### config.mk
export PLATFORM = sky130hd
export DESIGN_NAME = la_sram_writer_flat
export DESIGN_NICKNAME = d
export VERILOG_FILES = /design/src/rtl/la_pkg.sv /design/src/rtl/la_sram_writer_if.sv /design/src/rtl/la_wr_ptr.sv /design/src/rtl/la_sram_writer.sv /design/src/flat_wrapper.sv
export SDC_FILE = /design/constraint.sdc
export NUM_CORES = 1
export LEC_CHECK = 0
export ABC_AREA = 0
export BUFFER_PORTS_ARGS = -buffer_cell sky130_fd_sc_hd__buf_2
export CAP_MARGIN = 20
export CORE_MARGIN = 2
export CORE_UTILIZATION = 60
export CTS_BUF_LIST = sky130_fd_sc_hd__clkbuf_16
export DETAILED_ROUTE_END_ITERATION = 12
export GPL_ROUTABILITY_DRIVEN = 0
export PLACE_DENSITY_LB_ADDON = 0.1
export SETUP_SLACK_MARGIN = 0.1
export SYNTH_ARGS = -nofsm -noshare
export SYNTH_HDL_FRONTEND = slang
export SYNTH_SLANG_ARGS = --single-unit
export TNS_END_PERCENT = 10
### constraint.sdc
create_clock -name CLK -period 3.5 [get_ports CLK]
set_clock_uncertainty 0.05 [all_clocks]
set_input_delay 1.05 -clock CLK [delete_from_list [all_inputs] [get_ports CLK]]
set_output_delay 1.05 -clock CLK [all_outputs]
set_load 0.05 [all_outputs]
### src/rtl/la_pkg.sv
// Shared types and constants for the logic-analyser capture write path.
package la_pkg;

  localparam int unsigned DEF_ADDR_W = 19;
  localparam int unsigned DEF_CNT_W  = 19;

  // Run count at which the RLE stage forces an overflow record.
  localparam logic [7:0] RLE_MAX = 8'hFF;

  typedef enum logic [2:0] {
    ST_IDLE,
    ST_PRE,
    ST_ARMED,
    ST_POST,
    ST_DONE
  } la_state_e;

endpackage

### src/rtl/la_sram_writer_if.sv
// SRAM write bus between the capture controller and the memory pins.
interface la_sram_writer_if
  import la_pkg::*;
#(
  parameter int unsigned ADDR_W = DEF_ADDR_W
);

  logic [ADDR_W-1:0] SRAM_ADDR;
  logic [15:0]       SRAM_DATA;
  logic              SRAM_WE_N;

  modport master (
    output SRAM_ADDR,
    output SRAM_DATA,
    output SRAM_WE_N
  );

  modport slave (
    input SRAM_ADDR,
    input SRAM_DATA,
    input SRAM_WE_N
  );

endinterface

### src/rtl/la_wr_ptr.sv
// Circular SRAM word pointer: wraps silently at 2^ADDR_W.
module la_wr_ptr
  import la_pkg::*;
#(
  parameter int unsigned ADDR_W = DEF_ADDR_W
) (
  input  logic              CLK,
  input  logic              RST_N,
  input  logic              CLR,
  input  logic              INC,
  output logic [ADDR_W-1:0] PTR
);

  logic [ADDR_W-1:0] ptr_q;

  // Clear wins over increment so a new capture always starts at word 0.
  always_ff @(posedge CLK or negedge RST_N) begin
    if (!RST_N) begin
      ptr_q <= '0;
    end else if (CLR) begin
      ptr_q <= '0;
    end else if (INC) begin
      ptr_q <= ptr_q + ADDR_W'(1);
    end
  end

  assign PTR = ptr_q;

endmodule

### src/rtl/la_sram_writer.sv
// Capture-memory write controller: stores RLE records into a circular SRAM
// buffer with pre-trigger fill, trigger wait and post-trigger countdown.
module la_sram_writer
  import la_pkg::*;
#(
  parameter int unsigned ADDR_W = DEF_ADDR_W,
  parameter int unsigned CNT_W  = DEF_CNT_W
) (
  input  logic              CLK,
  input  logic              RST_N,
  input  logic              CLK_EN,
  input  logic              START,
  input  logic              ABORT,
  input  logic              RLE_EN,
  input  logic [7:0]        LA_DATA,
  input  logic [7:0]        LA_RLE_CNT,
  input  logic              LA_SRAM_ADDR_CNT_EN,
  input  logic              TRIG,
  input  logic [CNT_W-1:0]  PRE_CNT,
  input  logic [CNT_W-1:0]  POST_CNT,
  la_sram_writer_if.master  sram,
  output logic              BUSY,
  output logic              TRIGGERED,
  output logic              DONE,
  output logic [ADDR_W-1:0] TRIG_ADDR
);

  la_state_e state_q, state_d;

  logic [ADDR_W-1:0] ptr;
  logic [CNT_W-1:0]  pre_cnt_q;
  logic [CNT_W-1:0]  pre_tgt_q;
  logic [CNT_W-1:0]  post_cnt_q;
  logic [ADDR_W-1:0] sram_addr_q;
  logic [15:0]       sram_data_q;
  logic              sram_we_n_q;
  logic              triggered_q;
  logic [ADDR_W-1:0] trig_addr_q;

  logic rec;
  logic start_acc;
  logic wr_en;
  logic trig_acc;
  logic pre_last;

  // Record qualification and the per-cycle write/trigger/start decisions.
  always_comb begin
    rec       = CLK_EN & (LA_SRAM_ADDR_CNT_EN | (RLE_EN & (LA_RLE_CNT == RLE_MAX)));
    start_acc = CLK_EN & START & ~ABORT & ((state_q == ST_IDLE) | (state_q == ST_DONE));
    // POST stops writing once the countdown is exhausted; DONE follows next edge.
    wr_en     = rec & ~ABORT & ((state_q == ST_PRE) | (state_q == ST_ARMED) |
                               ((state_q == ST_POST) & (post_cnt_q != '0)));
    trig_acc  = wr_en & (state_q == ST_ARMED) & TRIG;
    // Arm on the edge that writes the last pre-trigger record, or at once if
    // the target is already met (PRE_CNT = 0).
    pre_last  = (pre_cnt_q == pre_tgt_q) | (rec & ((pre_cnt_q + CNT_W'(1)) == pre_tgt_q));
  end

  // State register.
  always_ff @(posedge CLK or negedge RST_N) begin
    if (!RST_N) begin
      state_q <= ST_IDLE;
    end else begin
      state_q <= state_d;
    end
  end

  // Next-state logic; everything freezes while CLK_EN is low.
  always_comb begin
    state_d = state_q;
    if (CLK_EN) begin
      if (ABORT) begin
        state_d = ST_IDLE;
      end else begin
        unique case (state_q)
          ST_IDLE, ST_DONE: begin
            if (START) state_d = ST_PRE;
          end
          ST_PRE: begin
            if (pre_last) state_d = ST_ARMED;
          end
          ST_ARMED: begin
            if (trig_acc) state_d = (POST_CNT == '0) ? ST_DONE : ST_POST;
          end
          ST_POST: begin
            if (post_cnt_q == '0) state_d = ST_DONE;
          end
          default: state_d = ST_IDLE;
        endcase
      end
    end
  end

  // Status outputs decoded from the current state.
  always_comb begin
    BUSY = (state_q == ST_PRE) | (state_q == ST_ARMED) | (state_q == ST_POST);
    DONE = (state_q == ST_DONE);
  end

  // Pre-trigger count and the PRE_CNT snapshot taken at START.
  always_ff @(posedge CLK or negedge RST_N) begin
    if (!RST_N) begin
      pre_cnt_q <= '0;
      pre_tgt_q <= '0;
    end else if (start_acc) begin
      pre_cnt_q <= '0;
      pre_tgt_q <= PRE_CNT;
    end else if (wr_en && (state_q == ST_PRE)) begin
      pre_cnt_q <= pre_cnt_q + CNT_W'(1);
    end
  end

  // Post-trigger countdown, loaded from POST_CNT by the trigger record.
  always_ff @(posedge CLK or negedge RST_N) begin
    if (!RST_N) begin
      post_cnt_q <= '0;
    end else if (trig_acc) begin
      post_cnt_q <= POST_CNT;
    end else if (wr_en && (state_q == ST_POST)) begin
      post_cnt_q <= post_cnt_q - CNT_W'(1);
    end
  end

  // Trigger flag and address; both survive ABORT, only START clears the flag.
  always_ff @(posedge CLK or negedge RST_N) begin
    if (!RST_N) begin
      triggered_q <= 1'b0;
      trig_addr_q <= '0;
    end else if (start_acc) begin
      triggered_q <= 1'b0;
    end else if (trig_acc) begin
      triggered_q <= 1'b1;
      trig_addr_q <= ptr;
    end
  end

  // SRAM bus registers; address and data hold between writes.
  always_ff @(posedge CLK or negedge RST_N) begin
    if (!RST_N) begin
      sram_addr_q <= '0;
      sram_data_q <= '0;
      sram_we_n_q <= 1'b1;
    end else begin
      sram_we_n_q <= ~wr_en;
      if (wr_en) begin
        sram_addr_q <= ptr;
        sram_data_q <= {LA_DATA, LA_RLE_CNT};
      end
    end
  end

  la_wr_ptr #(
    .ADDR_W (ADDR_W)
  ) u_wr_ptr (
    .CLK   (CLK),
    .RST_N (RST_N),
    .CLR   (start_acc),
    .INC   (wr_en),
    .PTR   (ptr)
  );

  assign sram.SRAM_ADDR = sram_addr_q;
  assign sram.SRAM_DATA = sram_data_q;
  assign sram.SRAM_WE_N = sram_we_n_q;
  assign TRIGGERED      = triggered_q;
  assign TRIG_ADDR      = trig_addr_q;

endmodule

### src/flat_wrapper.sv
// flat-port wrapper written by rule: the top's interface ports become plain ports
module la_sram_writer_flat import la_pkg::*;
#(
  parameter int unsigned ADDR_W = DEF_ADDR_W,
  parameter int unsigned CNT_W  = DEF_CNT_W
)
  (CLK, RST_N, CLK_EN, START, ABORT, RLE_EN, LA_DATA, LA_RLE_CNT, LA_SRAM_ADDR_CNT_EN, TRIG, PRE_CNT, POST_CNT, BUSY, TRIGGERED, DONE, TRIG_ADDR, sram_SRAM_ADDR, sram_SRAM_DATA, sram_SRAM_WE_N);
  la_sram_writer_if #(.ADDR_W(ADDR_W)) sram_i ();
  input  logic CLK;
  input  logic RST_N;
  input  logic CLK_EN;
  input  logic START;
  input  logic ABORT;
  input  logic RLE_EN;
  input  logic [7:0] LA_DATA;
  input  logic [7:0] LA_RLE_CNT;
  input  logic LA_SRAM_ADDR_CNT_EN;
  input  logic TRIG;
  input  logic [CNT_W-1:0] PRE_CNT;
  input  logic [CNT_W-1:0] POST_CNT;
  output logic BUSY;
  output logic TRIGGERED;
  output logic DONE;
  output logic [ADDR_W-1:0] TRIG_ADDR;
  output wire logic [$bits(sram_i.SRAM_ADDR)-1:0] sram_SRAM_ADDR;
  output wire logic [$bits(sram_i.SRAM_DATA)-1:0] sram_SRAM_DATA;
  output wire logic [$bits(sram_i.SRAM_WE_N)-1:0] sram_SRAM_WE_N;
  assign sram_SRAM_ADDR = sram_i.SRAM_ADDR;
  assign sram_SRAM_DATA = sram_i.SRAM_DATA;
  assign sram_SRAM_WE_N = sram_i.SRAM_WE_N;
  la_sram_writer #(.ADDR_W(ADDR_W), .CNT_W(CNT_W)) u_core (.CLK(CLK), .RST_N(RST_N), .CLK_EN(CLK_EN), .START(START), .ABORT(ABORT), .RLE_EN(RLE_EN), .LA_DATA(LA_DATA), .LA_RLE_CNT(LA_RLE_CNT), .LA_SRAM_ADDR_CNT_EN(LA_SRAM_ADDR_CNT_EN), .TRIG(TRIG), .PRE_CNT(PRE_CNT), .POST_CNT(POST_CNT), .sram(sram_i), .BUSY(BUSY), .TRIGGERED(TRIGGERED), .DONE(DONE), .TRIG_ADDR(TRIG_ADDR));
endmodule
# [Word-level counts from Yosys, hierarchy flattened]
# Index checks and enable logic that the tools add are counted.
[totals] in_bits=62 output_inout_bits=58 word_cells=72 ff_bits=135
[classes] n_eq_ne=11 addsub=3 bitwise=20 mux=15 reduce_logical=13
[op_table] cell="2-to-1 mux 19 bit" count=6
[op_table] cell="adder 19 x 1 -> 19 bit, second input constant" count=2
[op_table] cell="equality test 19 bit" count=2
[op_table] cell="zero test 19 bit" count=2
[op_table] cell="nonzero test 19 bit" count=1
[op_table] cell="subtractor 19 x 1 -> 19 bit, second input constant" count=1
[op_table] cell="2-to-1 mux 3 bit" count=6
[op_table] cell="one-hot mux 3 bit (4 select lines)" count=1
[op_table] cell="AND 1 bit" count=11
[op_table] cell="equality test 8 bit, second input constant" count=1
[op_table] cell="nonzero test 2 bit" count=4
[op_table] cell="equality test 3 x 2 -> 1 bit, second input constant" count=2
[op_table] cell="inequality test 3 x 2 -> 1 bit, second input constant" count=2
[op_table] cell="inequality test 3 bit, second input constant" count=2
[op_table] cell="bitwise OR 1 bit" count=6
[op_table] cell="AND reduction 5 bit" count=1
[op_table] cell="equality test 3 x 1 -> 1 bit, second input constant" count=1
[op_table] cell="equality test 3 bit, second input constant" count=1
[op_table] cell="zero test 3 bit" count=1
[op_table] cell="inverter 1 bit" count=3
[op_table] cell="logical AND 1 bit" count=2
[op_table] cell="2-to-1 mux 1 bit" count=2
[op_table] cell="AND reduction 2 bit" count=1
[op_table] cell="OR reduction 2 bit" count=1

# [Depth between registers and ports, before layout]
[logic_depth] word_depth=11 mapped_depth=11 mapped_depth_nobuf=9

# [Cells and area by module]
# Synthesis repeated with hierarchy kept, for this count alone.
[unflattened] hier_cells=760 hier_area_um2=7015.5
[by_module_without_submodules] module="la_sram_writer" n_inst=1 seq_area_each_um2=2904.0 area_each_um2=6035.8 cells_each=659
[by_module_without_submodules] module="la_wr_ptr" n_inst=1 seq_area_each_um2=475.5 area_each_um2=979.7 cells_each=101

# [Worst setup path after synthesis]
# No wires, ideal clock.
[synth_path] path_kind="input to register" startpoint="input RLE_EN" endpoint="register u_core.u_wr_ptr.ptr_q[15], in the netlist u_core.u_wr_ptr.PTR[15]" path_buffers=1 setup_slack_ns=0.759 arrival_time_ns=2.613 setup_ns=0.078 stages=7 required_time_ns=3.372 path_cell_list="and4_1 -> a41oi_1 -> a311oi_1 -> nand4_1 -> buf_2 -> or3_1 -> a21oi_1"
[synth_via] elab_chain_cells=6
[synth_lines] item="from (decl)" line="flat_wrapper.sv:14" rtl="input logic RLE_EN;"
[synth_lines] item="AND 1 bit" line="la_sram_writer.sv:48" rtl="rec = CLK_EN & (LA_SRAM_ADDR_CNT_EN | (RLE_EN & (LA_RLE_CNT == RLE_MAX)));"
[synth_lines] item="bitwise OR 1 bit" line="la_sram_writer.sv:48"
[synth_lines] item="AND 1 bit" line="la_sram_writer.sv:48"
[synth_lines] item="AND 1 bit (2 in series)" line="la_sram_writer.sv:51" rtl="wr_en = rec & ~ABORT & ((state_q == ST_PRE) | (state_q == ST_ARMED) |"
[synth_lines] item="nonzero test 2 bit (no line)"
[synth_lines] item="to (signal assigned)" line="la_wr_ptr.sv:23" rtl="ptr_q <= ptr_q + ADDR_W'(1);"
[synth_lines] item="to (decl)" line="la_wr_ptr.sv:14" rtl="logic [ADDR_W-1:0] ptr_q;"
# No other way between the ends.
# A chain may end at the register's enable or synchronous reset.

# [Worst setup path in the final report]
[layout_path] startpoint="input LA_RLE_CNT[6]" endpoint="register u_core.u_wr_ptr.ptr_q[15], in the netlist u_core.u_wr_ptr.PTR[15]"
[layout_via] elab_chain_cells=7
[layout_lines] item="from (decl)" line="flat_wrapper.sv:16" rtl="input logic [7:0] LA_RLE_CNT;"
[layout_lines] item="equality test 8 bit" line="la_sram_writer.sv:48"
[layout_lines] item="AND 1 bit" line="la_sram_writer.sv:48"
[layout_lines] item="bitwise OR 1 bit" line="la_sram_writer.sv:48"
[layout_lines] item="AND 1 bit" line="la_sram_writer.sv:48"
[layout_lines] item="AND 1 bit (2 in series)" line="la_sram_writer.sv:51"
[layout_lines] item="nonzero test 2 bit (no line)"
# No other way between the ends.

==> results.md <==
- Status: finished, final reports clean
- Critical path class: in2reg
- CTS tree: built
- Seq/Total Area, Yosys: 0.5031
- Max frequency: 0.3430 GHz
- H-tree depth: 4
- Peak supply drop: 0.4789 mV
- Final hold vios: 0
- CP endpoint kind: flop
- Initial antenna violation count: 1
- Reg clk slew, reported paths: 0.06 ns
- Clk_lat worst skew: 0.42 ns
- Hold-fix buffers at CTS: 0
- Pleak: 0.004002 uW
- Maximum root-to-sink buffer count: 2
- RSZ-0062 raised after global routing: no
- Die W: 109.8 um
- Average vias per placed instance: around 5.7
- Critical path fanouts, max: 12
- Syn Inst Count: 765
- Grt ovf: 0
- P&R area growth vs syn: 18.64%
- Core region area: 10,890 um^2
- Initial drt markers: 515
- Initial core utilization: 0.6170
- Post-CTS resize count: 0
- Mean post-synth cell area: 8.781 um^2
- Synth unique cells: 65
- Mapped cell area: around 6700 um^2
- Fin crit share: 0.8330
- # clock sinks: approximately 140
- Hold slack final: 0.4195 ns
- Layout net count: 943
- Number of global-route vias before repair: 5,695
- DR vias: 5,917
- Multi-input logic area: 3103 um^2
- Clk Tree Root Cell: clkbuf_16
- Minimum clock period: a little under 3 ns
- First-pass GRT wire length: roughly 27,000 um
- IO buf count: ~120
- Post-CTS Setup Bufs: 0
- Post-synthesis async set-or-reset flop share: 1.000
- Hold crit path type: reg2reg
- Power per Cell Area: 704.3 nW/um^2
- Worst-Margin Slew: 0.6569 ns
- DP HPWL: about 11,000 um
- Post-route DRC: 0
- Required @ worst endpoint: 3.79 ns
- Die H: 109.8 um
- Syn. warnings: 0
- Fill cell count: roughly 850
- Total CTS buffers: 17
- Top_reg_cell synth: dfrtp_1
- Total track usage: 0.2917
- Num rows: 38
- Yosys reg bits: about 140
- Max-cap violations: 0
- Final Slew Violations: 0
- Layout cells sized above 1: 0.1998
- Largest net degree at the start of global routing: 100
- DR WL/cell: 15.99 um
- Final wirelength: 16,500 um
- Final TNS setup: 0 ns
- Detail Route Antenna Nets: 0
- Top Ports: 120
- Relative slew slack: 0.5580
- Startpoint Class: input port
- DRT Pass-1 Iters: 5
- Post-synth EDFFs: 0
- Register Area: 3379 um^2
- Die area: 12,060 um^2
- Syn nets: 830
- WP data arrival: 3.21 ns
- Final setup violation count: 0
-- cell families (layout without fill, tap and decap cells) --
family                     after synthesis  count (layout)  synth area share
AOI/OAI and AO/OA                       95              95           0.09220
adders and majority gates                3               3          0.005588
xor gates and xnor gates                55              55           0.07171
and+or+nand+nor                        421             421            0.2844
DFF                                    135             135            0.5031
muxes                                    5               5          0.008009
buffers and inverters                   51             177           0.03501
other                                    0               1                 0
-- report_power, final --
part / internal, uW / total [uW] / switching (uW)
Clock: 960 / 1640 / 675
Sequential: 1910 / 2240 / 332
Combinational: 577 / 1740 / 1160
-- per-layer routing --
layer  GRT usage  part of all wire  up-vias
met5           0                 0        -
met4      0.1203             0.026        0
met3     0.07884             0.066       50
met2      0.4750              0.49      218
met1      0.3682              0.41     2845
li1            -                 -     2804
-- sequential cells by signal (all words and copies together), names as in the netlist --
name and count:
u_core.sram.SRAM_WE_N 1, u_core.post_cnt_q 19, u_core.pre_cnt_q 19, u_core.TRIGGERED 1
u_core.pre_tgt_q 19, u_core.TRIG_ADDR 19, u_core.u_wr_ptr.PTR 19, u_core.sram.SRAM_ADDR 19
u_core.state_q 3, u_core.sram.SRAM_DATA 16
-- synth_stat cells, types with 2 or more instances --
master,instances,area share
ha_1,3,0.0056
o211ai_1,3,0.0034
o21ai_1,4,0.0030
nand2b_1,3,0.0028
a22oi_1,2,0.0022
and4_1,6,0.0078
mux2i_1,2,0.0030
or4_4,2,0.0034
o21ai_0,34,0.025
a2111oi_0,2,0.0026
xnor2_1,31,0.040
nor4_1,13,0.012
nor3b_1,2,0.0022
a211oi_1,5,0.0056
a211o_1,2,0.0026
and2_1,7,0.0065
or3_1,15,0.014
nand4_1,16,0.015
buf_2,9,0.0067
buf_4,4,0.0045
dfrtp_1,134,0.50
mux2_2,3,0.0050
o31ai_1,4,0.0045
nand2_1,254,0.14
xor2_1,24,0.031
nor2_1,51,0.028
inv_1,13,0.0073
a221o_1,2,0.0030
nand3_1,16,0.012
a21oi_1,20,0.015
clkbuf_1,22,0.012
nor3_1,14,0.010
and3_1,10,0.0093
or2_2,2,0.0019
-- critical path, stage by stage --
cell and delay, ns:
buf_2 0.09, and4_1 0.26, a41oi_1 0.21, a311oi_1 0.43
nand4_1 0.48, or3_1 0.51, a21oi_1 0.16
-- layout make-up --
type,instances,share of cell area
flip-flops and latches,135,0.4240
multi-input cells,579,0.3893
repair buffers,131,0.08995
clock buffers,17,0.05338
well taps,140,0.02198
clock inverters,15,0.01444
inverters,14,0.006593
diodes,1,0.0003140
-- final timing paths --
kind | startpoint | endpoint | slack (ns) | cells past startpoint
max | LA_RLE_CNT[6] | u_core.u_wr_ptr.PTR[15]$_DFFE_PN0P_ | 0.58 | 7
min | u_core.sram.SRAM_DATA[0]$_DFFE_PN0N_ | u_core.sram.SRAM_DATA[0]$_DFFE_PN0N_ | 0.42 | 2
max reg2reg | u_core.pre_cnt_q[0]$_DFFE_PN0P_ | u_core.state_q[1]$_DFFE_PN0P_ | 0.78 | 8
min reg2reg | u_core.sram.SRAM_DATA[0]$_DFFE_PN0N_ | u_core.sram.SRAM_DATA[0]$_DFFE_PN0N_ | 0.42 | 2
max in group asynchronous | RST_N | u_core.pre_tgt_q[14]$_DFFE_PN0P_ | 2.12 | 2
min in group asynchronous | RST_N | u_core.post_cnt_q[3]$_DFFE_PN0P_ | 0.46 | 1
-- layout by cell type, fill, tap and decap left out, types with 3 or more instances in the layout --
cell / count
nand4_1: 16
o21ai_1: 4
buf_2: 118
and2_1: 7
mux2_2: 3
clkinv_2: 3
and3_1: 10
nor2_1: 51
nor4_1: 13
o211ai_1: 3
clkinvlp_4: 5
a21oi_1: 20
a211oi_1: 5
xor2_1: 24
nand2b_1: 3
buf_4: 10
nand2_1: 254
o21ai_0: 34
or3_1: 15
clkbuf_16: 17
nand3_1: 16
o31ai_1: 4
xnor2_1: 31
dfrtp_1: 134
ha_1: 3
clkinv_1: 3
and4_1: 6
nor3_1: 14
inv_1: 14
-- per-stage QoR --
step	power (uW)	area [um^2]	std cells	worst slack, ns	utilization
after floorplan	3504	6718	765	0.7592	-
after global placement	3909	7427	999	0.3182	0.6821
after detailed placement	3975	7427	999	0.2136	0.6821
after CTS	5630	7968	1031	0.6379	0.7318
after global routing	5915	7970	1032	0.4443	0.7320
final	5614	7970	1032	0.5844	0.7320
No activity file was read; power rests on OpenSTA's default activity.
